--- config.mk ---
export PLATFORM = sky130hd
export DESIGN_NAME = ysyx_clint
export DESIGN_NICKNAME = d
export VERILOG_FILES = /design/src/rtl/ysyx_clint.sv
export SDC_FILE = /design/constraint.sdc
export NUM_CORES = 1
export LEC_CHECK = 0
export BUFFER_PORTS_ARGS = -buffer_cell sky130_fd_sc_hd__buf_4
export CORE_MARGIN = 4
export CORE_UTILIZATION = 43
export DETAILED_ROUTE_END_ITERATION = 8
export GPL_TIMING_DRIVEN = 0
export HOLD_SLACK_MARGIN = 0.05
export MAX_ROUTING_LAYER = met4
export PLACE_DENSITY = 0.67
export SETUP_SLACK_MARGIN = 0.02
export SLEW_MARGIN = 20
export SYNTH_ARGS = -nofsm -noshare
export SYNTH_HDL_FRONTEND = slang
export SYNTH_SLANG_ARGS = --single-unit
export TNS_END_PERCENT = 5
--- constraint.sdc ---
create_clock -name clock -period 6.8 [get_ports clock]
set_input_delay 0.34 -clock clock [delete_from_list [all_inputs] [get_ports clock]]
set_output_delay 0.34 -clock clock [all_outputs]
set_load 0.03 [all_outputs]
--- src/rtl/ysyx_clint.sv ---
// Core-local interruptor: free-running 64-bit mtime, mtimecmp compare register and msip bit,
// reachable from the LSU over a single-cycle valid/response load/store handshake.
module ysyx_clint #(
    parameter int unsigned XLEN     = 32,
    parameter logic [31:0] BASE     = 32'h0200_0000,
    parameter int unsigned TICK_DIV = 1
) (
    input  logic            clock,
    input  logic            reset,
    input  logic [XLEN-1:0] araddr,
    input  logic            arvalid,
    output logic [XLEN-1:0] rdata,
    output logic            rvalid,
    input  logic [XLEN-1:0] awaddr,
    input  logic            awvalid,
    input  logic [XLEN-1:0] wdata,
    input  logic [3:0]      wstrb,
    input  logic            wvalid,
    output logic            wready,
    output logic            out_mtip,
    output logic            out_msip,
    output logic [63:0]     out_mtime
);

    typedef enum logic [2:0] {
        RegNone,
        RegMsip,
        RegCmpLo,
        RegCmpHi,
        RegTimeLo,
        RegTimeHi
    } reg_sel_e;

    localparam logic [7:0] PreMax = 8'(TICK_DIV - 1);

    logic [7:0]  pre_q, pre_d;
    logic [63:0] mtime_q, mtime_d;
    logic [63:0] mtimecmp_q, mtimecmp_d;
    logic        msip_q, msip_d;
    logic        mtip_q;
    logic [31:0] rdata_q;
    logic        rvalid_q;
    logic        wready_q;

    logic        tick;
    logic        lo_carry;
    logic [31:0] lo_inc;
    logic [31:0] hi_inc;
    logic        wr_fire;
    reg_sel_e    wr_sel;
    reg_sel_e    rd_sel;
    logic [31:0] rd_val;

    // Address bits [1:0] select a byte within a word and are deliberately ignored.
    logic unused_addr_bits;
    assign unused_addr_bits = ^{araddr[1:0], awaddr[1:0]};

    function automatic reg_sel_e decode(input logic [31:0] addr);
        reg_sel_e sel;
        sel = RegNone;
        if (addr[31:16] == BASE[31:16]) begin
            unique case (addr[15:2])
                14'h0000: sel = RegMsip;
                14'h1000: sel = RegCmpLo;
                14'h1001: sel = RegCmpHi;
                14'h2FFE: sel = RegTimeLo;
                14'h2FFF: sel = RegTimeHi;
                default:  sel = RegNone;
            endcase
        end
        return sel;
    endfunction

    function automatic logic [31:0] merge(input logic [31:0] old, input logic [31:0] data,
                                          input logic [3:0] strb);
        logic [31:0] res;
        res = old;
        for (int b = 0; b < 4; b++) begin
            if (strb[b]) begin
                res[8*b +: 8] = data[8*b +: 8];
            end
        end
        return res;
    endfunction

    assign wr_fire = awvalid && wvalid;
    assign wr_sel  = decode(awaddr[31:0]);
    assign rd_sel  = decode(araddr[31:0]);

    always_comb begin
        tick  = (pre_q == PreMax);
        pre_d = tick ? 8'd0 : pre_q + 8'd1;

        // The upper half only ever sees the carry of the pre-write lower half.
        {lo_carry, lo_inc} = {1'b0, mtime_q[31:0]} + {32'd0, tick};
        hi_inc             = mtime_q[63:32] + {31'd0, lo_carry};

        mtime_d    = {hi_inc, lo_inc};
        mtimecmp_d = mtimecmp_q;
        msip_d     = msip_q;

        if (wr_fire) begin
            unique case (wr_sel)
                RegMsip: begin
                    if (wstrb[0]) begin
                        msip_d = wdata[0];
                    end
                end
                RegCmpLo:  mtimecmp_d[31:0]  = merge(mtimecmp_q[31:0], wdata[31:0], wstrb);
                RegCmpHi:  mtimecmp_d[63:32] = merge(mtimecmp_q[63:32], wdata[31:0], wstrb);
                RegTimeLo: mtime_d[31:0]     = merge(lo_inc, wdata[31:0], wstrb);
                RegTimeHi: mtime_d[63:32]    = merge(hi_inc, wdata[31:0], wstrb);
                default:   ;
            endcase
        end
    end

    always_comb begin
        rd_val = '0;
        unique case (rd_sel)
            RegMsip:   rd_val = {31'd0, msip_q};
            RegCmpLo:  rd_val = mtimecmp_q[31:0];
            RegCmpHi:  rd_val = mtimecmp_q[63:32];
            RegTimeLo: rd_val = mtime_q[31:0];
            RegTimeHi: rd_val = mtime_q[63:32];
            default:   rd_val = '0;
        endcase
    end

    always_ff @(posedge clock or posedge reset) begin
        if (reset) begin
            pre_q      <= '0;
            mtime_q    <= '0;
            mtimecmp_q <= '1;
            msip_q     <= 1'b0;
            mtip_q     <= 1'b0;
            rdata_q    <= '0;
            rvalid_q   <= 1'b0;
            wready_q   <= 1'b0;
        end else begin
            pre_q      <= pre_d;
            mtime_q    <= mtime_d;
            mtimecmp_q <= mtimecmp_d;
            msip_q     <= msip_d;
            // Compare the post-edge values so mtip has no extra cycle of lag.
            mtip_q     <= (mtime_d >= mtimecmp_d);
            rdata_q    <= arvalid ? rd_val : 32'd0;
            rvalid_q   <= arvalid;
            wready_q   <= wr_fire;
        end
    end

    assign rdata     = XLEN'(rdata_q);
    assign rvalid    = rvalid_q;
    assign wready    = wready_q;
    assign out_mtip  = mtip_q;
    assign out_msip  = msip_q;
    assign out_mtime = mtime_q;

endmodule

**Yosys cells after proc, flatten, opt, wreduce, memory -nomap -nowiden**

Index checks and enable logic that the tools add are counted.

- Register bits after elaboration: 172
- Input bits: 105
- Output and inout port bits: 100
- Word-level logic and storage cells: 66

- Add/sub/neg operators: 3
- Order comparisons: 1
- Equal/unequal tests: 20
- Multiplexer cells: 29
- Reduce and logical (&&, ||, !) cells: 5

Operators by type and width:

| kind | count |
|---|---|
| two-way mux 32 bit | 5 |
| one-hot mux 32 bit (5 select lines) | 1 |
| two-way mux 8 bit | 17 |
| two-way mux 64 bit | 2 |
| greater-or-equal comparator 64 bit | 1 |
| == test 14 x 13 -> 1 bit, second input constant | 4 |
| == test 14 bit, second input constant | 4 |
| adder 32 x 1 -> 33 bit | 1 |
| adder 32 x 1 -> 32 bit | 1 |
| == test 16 x 10 -> 1 bit, second input constant | 2 |
| one-hot mux 3 bit (5 select lines) | 2 |
| zero test 14 bit | 2 |
| == test 3 x 2 -> 1 bit, second input constant | 4 |
| == test 3 bit, second input constant | 4 |
| adder 8 x 1 -> 8 bit, second input constant | 1 |
| zero test 8 bit | 1 |
| == test 3 x 1 -> 1 bit, second input constant | 2 |
| two-way mux 3 bit | 2 |
| AND reduction 3 bit | 1 |
| logical AND 1 bit | 1 |

**Longest topological paths before layout**

Gate-level depths: netlist (run 1).

- Depth in word-level cells: 7
- Mapped depth: 23
- Depth with buffers taken out: 23

**Worst setup path before layout (run 1)**

Ideal clock, no wire load.

- Path type: reg2reg
- Start: register pre_q[4]
- End: register mtip_q (netlist: out_mtip)
- Library setup time: 0.137 ns
- Arrival time: 4.688 ns
- Data required time: 6.663 ns
- Path slack: 1.975 ns
- Stages on the path, launching flop included: 23
- Path buffers: 0
- Period minus slack after synthesis: 4.825 ns
- Cell sequence: dfrtp_1 -> nor4_1 -> and3_1 -> ha_1 -> ha_1 -> nand3_1 -> nor4_2 -> and3_1 -> ha_1 -> ha_1 -> inv_1 -> nor4_4 -> nand4_2 -> nor3_2 -> xnor2_1 -> a21oi_1 -> ha_1 -> a211oi_1 -> o21ai_0 -> a221oi_1 -> nand2_1 -> a2111oi_0 -> nor3_1

- Word-level cells in the longest chain between the ends: 7
- Elaborated cells between the ends (all ways): 15
- Those cells by class: 2 x add/sub; 1 x order compare; 11 x mux; 1 x reduce/logical

RTL lines:

| element | RTL line | RTL |
|---|---|---|
| start: declaration | 36 | `logic [7:0] pre_q, pre_d;` |
| start signal: assignment | 141 | `pre_q <= pre_d;` |
| zero test 8 bit * | 91 | `tick = (pre_q == PreMax);` |
| adder 32 x 1 -> 33 bit * | 95 | `{lo_carry, lo_inc} = {1'b0, mtime_q[31:0]} + {32'd0, tick};` |
| adder 32 x 1 -> 32 bit * | 96 | `hi_inc = mtime_q[63:32] + {31'd0, lo_carry};` |
| two-way mux 8 bit | 79 | `if (strb[b]) begin` |
| two-way mux 32 bit | 103 | `unique case (wr_sel)` |
| two-way mux 64 bit * | 102 | `if (wr_fire) begin` |
| named net mtime_d[60] | 37 | `logic [63:0] mtime_q, mtime_d;` |
| greater-or-equal comparator 64 bit * | 146 | `mtip_q <= (mtime_d >= mtimecmp_d);` |
| end signal: assignment | 146 |  |
| end: declaration | 40 | `logic mtip_q;` |

Mark *: on every way through the listed nets, which the timed path passes. The rest lies on a longest branch.
A chain may end at the register's enable or synchronous reset.

**Final worst setup path (run 1)**

- Start: register pre_q[5]
- End: register mtip_q (netlist: out_mtip)

Same word-level chain as after synthesis.

==> results of run 1 <==
==> cell type report <==
class / instances / area [sq um]
clock buffer: 25 / 465
tap: 324 / 405
buffer: 41 / 228
timing repair buffer: 202 / 1540
clock inverter: 7 / 95.1
inverter: 11 / 48.8
fill: 2217 / 11200
multi-input combinational: 794 / 5930
sequential: 172 / 4380
==> cells by family after synthesis <==
kind of cell	count (synthesis)	synth area share
flops	172	0.415
compound gates	205	0.123
fa+ha+maj	70	0.0828
mux	134	0.135
xor+xnor	66	0.0547
simple gates	319	0.164
buf+inv	52	0.0254
==> stage by stage <==
step           TNS, ps  instances  hold slack, ps  area, sq um
3_3_place_gp    -37210       1541             464        12500
4_1_cts              0       1576             165        13100
6_report             0       1576             172        13100
2_1_floorplan        0       1018             371        10600
5_1_grt              0       1576             167        13100
3_5_place_dp         0       1542             453        12500
==> metal layers <==
metal	share of wire	global-route usage	wire length [microns]	vias to the layer above
met4	0.024	0.0802	775	0
li1	-	-	-	4208
met3	0.071	0.0514	2320	53
met1	0.43	0.320	14000	4383
met5	0	-	0	-
met2	0.48	0.398	15700	356
==> sequential cells by signal (all words and copies together) (netlist names) <==
name	flops
pre_q	8
out_mtime	64
rdata	32
mtimecmp_q	64
out_msip	1
out_mtip	1
rvalid	1
wready	1
==> worst paths after layout <==
| kind | startpoint | depth (start not counted) | end | slack [ps] |
|---|---|---|---|---|
| setup / recovery | pre_q[5]$_DFF_PP0_ | 20 | out_mtip$_DFF_PP0_ | 680 |
| hold / removal | wdata[17] | 2 | mtimecmp_q[49]$_DFF_PP1_ | 170 |
| setup reg to reg | pre_q[5]$_DFF_PP0_ | 20 | out_mtip$_DFF_PP0_ | 680 |
| hold reg to reg | pre_q[7]$_DFF_PP0_ | 1 | pre_q[7]$_DFF_PP0_ | 490 |
| max in group asynchronous | reset | 4 | mtimecmp_q[20]$_DFF_PP1_ | 5370 |
| min in group asynchronous | reset | 3 | rdata[19]$_DFF_PP0_ | 500 |
==> what timing repair did <==
item,CTS,global route
hold buffers,2,0
gates resized for setup,0,1
endpoints found under the hold margin,51,0
setup endpoints to repair,0,1
==> power groups by stage <==
stage / Sequential (W) / Combinational, W / Clock [W]
after floorplan: 0.00104 / 0.0000246 / 0
after CTS: 0.00103 / 0.000106 / 0.000979
after global placement: 0.00104 / 0.000100 / 0
after global routing: 0.00103 / 0.000114 / 0.00102
after detailed placement: 0.00104 / 0.000105 / 0
final: 0.00103 / 0.000105 / 0.000966
==> cell usage in the layout (no fill, tap or decap), types with 30 or more instances in the layout <==
cell and count:
dfrtp_1 108, mux2_1 41, nand3_1 46, nor2_1 91, xor2_1 37, buf_4 199, a21oi_1 110, mux2_2 30
a22o_1 31, dfstp_2 64, mux2i_1 63, nand2_1 72, ha_1 70
==> results by group, run 1 <==
Setup path
  • Kind of cell adding the most delay to the critical path: simple AND/OR/NAND/NOR gates
  • Crit path top cell by count: ha_1
  • CP max FO: 6
  • CP arrival: 6440 ps
  • Req. time, crit path: 7120 ps
  • CP Capture Type: register
  • Slowest Stage Delay on Critical Path: 590 ps
  • Buffers and inverters on the worst path: 1
  • Critical path, cell by cell: nor4_1, and3_1, ha_1, ha_1, nand3_1, nor4_4, and3_1, ha_1, ha_1, inv_1, nor4_4, xnor2_1, a21oi_1, ha_1, nand4_1, nor4_1, nand3_1, a21oi_1, a2111oi_0, nor3_1
  • Critical path type: register to register
  • CP max stage cell: nor4_1
  • CP startpoint kind: register

Timing
  • Fin crit period: 6120 ps
  • Fmax: 0.163 GHz
  • Final Max Tran Viols: 0
  • Final WS setup: 677 ps
  • RSZ-0062 raised after global routing: false
  • Final Hold Viols: 0
  • Slew HR: 0.333
  • Fin crit share: 0.900
  • Worst Tran Pin Value: 992 ps
  • Final worst clock skew: 13.2 ps
  • Setup Viol. Count Final: 0

Power and ir drop
  • P_sw: 0.000474 W
  • Leak Pwr: 5.44 nW
  • Clk pwr share: 0.461
  • PD cells: 160 mW/mm^2
  • Overall power: 0.00210 W
  • P_int: 0.00162 W
  • Comb pwr share: 0.050
  • Peak VDD IR: 0.0982 mV
  • Sw Ratio: 0.226
  • Reg power frac: 0.489

Routing
  • Drt via density: 5.71
  • WL per Instance: 20.8 microns
  • Antenna viol nets, final: 0
  • WL final: 32800 microns
  • Drt drc: 0
  • Initial DRC count: 662
  • Router iterations before antenna repair: 5
  • Via count: 9000

Floorplan
  • Total Die Area: 0.0272 sq mm
  • Initial Utilization: 0.436
  • DIE WIDTH: 165 microns
  • Die Span Y: 165 microns
  • Core area: 0.0242 sq mm
  • I/O pins: 205
  • Row cnt: 57

Finish
  • Nets@finish: 1414
  • Antenna Cells: 0
  • Share of cells above drive strength 1: 0.292
  • Layout Utilization: 0.540
  • Layout area overhead: 23.9%

Global route
  • First-pass GRT wire length: 50700 microns
  • Vias in the first global route: 9199
  • GRT Total Usage: 0.249
  • Largest net degree at the start of global routing: 96
  • Initial antenna violation count: 0
  • GRT Residual Overflow: 0

Placement
  • Dpl ws: 421 ps
  • RD Place Congestion: 0.921
  • Port buffer count: 199
  • Dpl hpwl: 25100 microns

Synthesis
  • Syn nets: 1193
  • Syn Area/Cell: 10.4 sq um
  • Mapped Area: 0.0106 sq mm
  • Synth area leader: dfrtp_1
  • Yosys cell types: 55
  • Yosys reg bits: 172
  • Synth Flop Type: dfrtp_1
  • Top cells by count, synth: 110 x a21oi_1, 108 x dfrtp_1, 91 x nor2_1
  • Cells after synthesis: 1018
  • Post-synth ARST share: 1.00
  • Area share of the largest cell type after synthesis: 0.256
  • Post-synthesis sequential area ratio: 0.415
  • Largest cells by area after synthesis: dfrtp_1 26%, dfstp_2 16%, ha_1 8.3%
  • Post-synth EDFFs: 0
  • Synth Warn #: 0
  • Most common cell in the netlist: a21oi_1

CTS
  • H-tree depth: 4
  • Root Buffer: clkbuf_16
  • TritonCTS clock tree: built
  • Setup repair bufs after CTS: 0
  • Clock sink total: 172
  • Worst-path clk slew: 70 ps
  • Worst skew pair latency: 440 ps
  • Max clock buf depth: 2
  • Num CTS Buffers: 17

Run
  • Max-Cap Viols: 0

Status
  • Status: complete, no violations

Worst hold path
  • Hold Crit Class: input port to register
Power figures use the tool's default switching activity.
==> inputs of run 2 (changes only) <==
- clock period: 6.8 -> 7 ns (I/O delays scaled with it)
==> results by group, run 2 (synthesis gave the netlist of run 1 again) <==
Status
  • Status: complete, no violations

CTS
  • Max clock buf depth: 2
  • Cells resized by post-CTS repair: 0
  • TritonCTS clock tree: built
  • Num CTS Buffers: 17
  • Worst-path clk slew: 70 ps
  • H-tree depth: 4
  • Worst skew pair latency: 440 ps
  • Root Buffer: clkbuf_16
  • Clock sink total: 172

Routing
  • WL final: 32800 microns
  • Via count: 8984
  • Antenna viol nets, final: 0
  • WL per Instance: 20.8 microns
  • Router iterations before antenna repair: 6
  • Drt via density: 5.70
  • Initial DRC count: 687
  • Drt drc: 0

Finish
  • Antenna Cells: 0
  • Layout area overhead: 23.8%
  • Fillers: 2218
  • Most common cell after layout, fill and taps aside: buf_4
  • Most frequent cells in the layout: 199 x buf_4, 110 x a21oi_1, 108 x dfrtp_1
  • Final instance area: 0.0131 sq mm
  • Register area: 0.00438 sq mm
  • Share of cells above drive strength 1: 0.292
  • Footprint of the multi-input gates: 0.00592 sq mm
  • Nets@finish: 1414

Timing
  • Fin Hold WS: 185 ps
  • Worst Tran Pin Value: 940 ps
  • Fin crit period: 6320 ps
  • Fmax: 0.158 GHz
  • Final Hold Viols: 0
  • Fin crit share: 0.903
  • Setup Viol. Count Final: 0
  • Final Max Tran Viols: 0
  • Total Neg Setup Slack: 0 ps
  • Final worst clock skew: 11.5 ps
  • Slew HR: 0.368
  • RSZ-0062 raised after global routing: false

Floorplan
  • Die Span Y: 165 microns
  • Row cnt: 57
  • Initial Utilization: 0.436
  • Total Die Area: 0.0272 sq mm
  • Core area: 0.0242 sq mm
  • DIE WIDTH: 165 microns
  • I/O pins: 205

Global route
  • GRT Residual Overflow: 0
  • GRT Total Usage: 0.249
  • Largest net degree at the start of global routing: 96
  • First-pass GRT wire length: 50700 microns
  • Vias in the first global route: 9199
  • Initial antenna violation count: 0

Power and ir drop
  • Peak VDD IR: 0.0941 mV
  • PD cells: 155 mW/mm^2
  • Leak Pwr: 5.42 nW

Run
  • Max-Cap Viols: 0

Setup path
  • CP Capture Type: register
  • CP startpoint kind: register
  • CP max FO: 6
  • Reg-to-Reg End: out_mtip$_DFF_PP0_
  • CP arrival: 6640 ps
  • Setup crit end: out_mtip$_DFF_PP0_
  • Req. time, crit path: 7320 ps
  • FF-to-FF setup slack: 680 ps
  • Critical path type: register to register
  • FF-to-FF Start: pre_q[5]$_DFF_PP0_
  • Worst Reg-to-Reg Cells: 20
  • Setup crit start: pre_q[5]$_DFF_PP0_

Placement
  • Placement Cell Area: 0.0125 sq mm
  • RD Place Congestion: 0.921
  • Dpl hpwl: 25100 microns
  • Port buffer count: 199

Worst hold path
  • Hold Crit Class: input port to register
## run 2: power by group
part           leakage [nW]  internal [W]  total [W]  switching [W]
registers              1.98      0.000996   0.000997    0.000000216
logic                  3.17     0.0000442   0.000102      0.0000575
clock network         0.269      0.000536   0.000936       0.000400
## run 2: critical path, cell delays in order, from the launching register on
cell	delay (ps)
dfrtp_1	420
nor4_1	250
and3_1	310
ha_1	280
ha_1	250
nand3_1	170
nor4_2	600
and3_1	270
ha_1	250
ha_1	330
inv_1	110
nor4_4	520
xnor2_1	180
a21oi_1	110
ha_1	350
nand4_1	260
nor4_1	590
nand3_1	270
a21oi_1	240
a2111oi_0	90
nor3_1	320
## run 2: final cells by class
cell class / instances / share of cell area
timing repair buffer: 202 / 0.118
clock buffer: 25 / 0.0356
inverter: 11 / 0.00373
tap: 324 / 0.0310
clock inverter: 7 / 0.00727
multi-input combinational: 794 / 0.452
buffer: 41 / 0.0174
sequential: 172 / 0.335
## run 2: timing repair
action	in CTS	in global routing
hold buffers	2	0
endpoints found under the setup margin	0	0
setup buffers	0	0
hold endpoints to repair	51	0
## run 2: how the worst min path moves through the flow
stage / end / start / cells after the start / slack, ps
3_3_place_gp: pre_q[7]$_DFF_PP0_ / pre_q[7]$_DFF_PP0_ / 1 / 470
4_1_cts: mtimecmp_q[61]$_DFF_PP1_ / wdata[29] / 2 / 170
3_5_place_dp: rdata[19]$_DFF_PP0_ / reset / 2 / 460
2_1_floorplan: rvalid$_DFF_PP0_ / arvalid / 0 / 380
5_1_grt: mtimecmp_q[30]$_DFF_PP1_ / wdata[30] / 2 / 180
6_report: mtimecmp_q[49]$_DFF_PP1_ / wdata[17] / 2 / 190
## run 2: routing by layer
metal,part of all wire,up-vias,track usage
li1,-,4209,-
met1,0.43,4383,0.320
met2,0.48,334,0.398
met3,0.069,58,0.0514
met4,0.024,0,0.0802
met5,0,-,-
## run 2: through the flow
| stage | instances | worst slack [ps] | utilization | power (W) |
|---|---|---|---|---|
| after global routing | 1576 | 93.4 | 0.540 | 0.00210 |
| after global placement | 1541 | -170 | 0.514 | 0.00111 |
| after floorplan | 1018 | 2100 | - | 0.00104 |
| after CTS | 1576 | 618 | 0.540 | 0.00205 |
| final | 1576 | 679 | 0.540 | 0.00203 |
| after detailed placement | 1542 | 621 | 0.516 | 0.00112 |
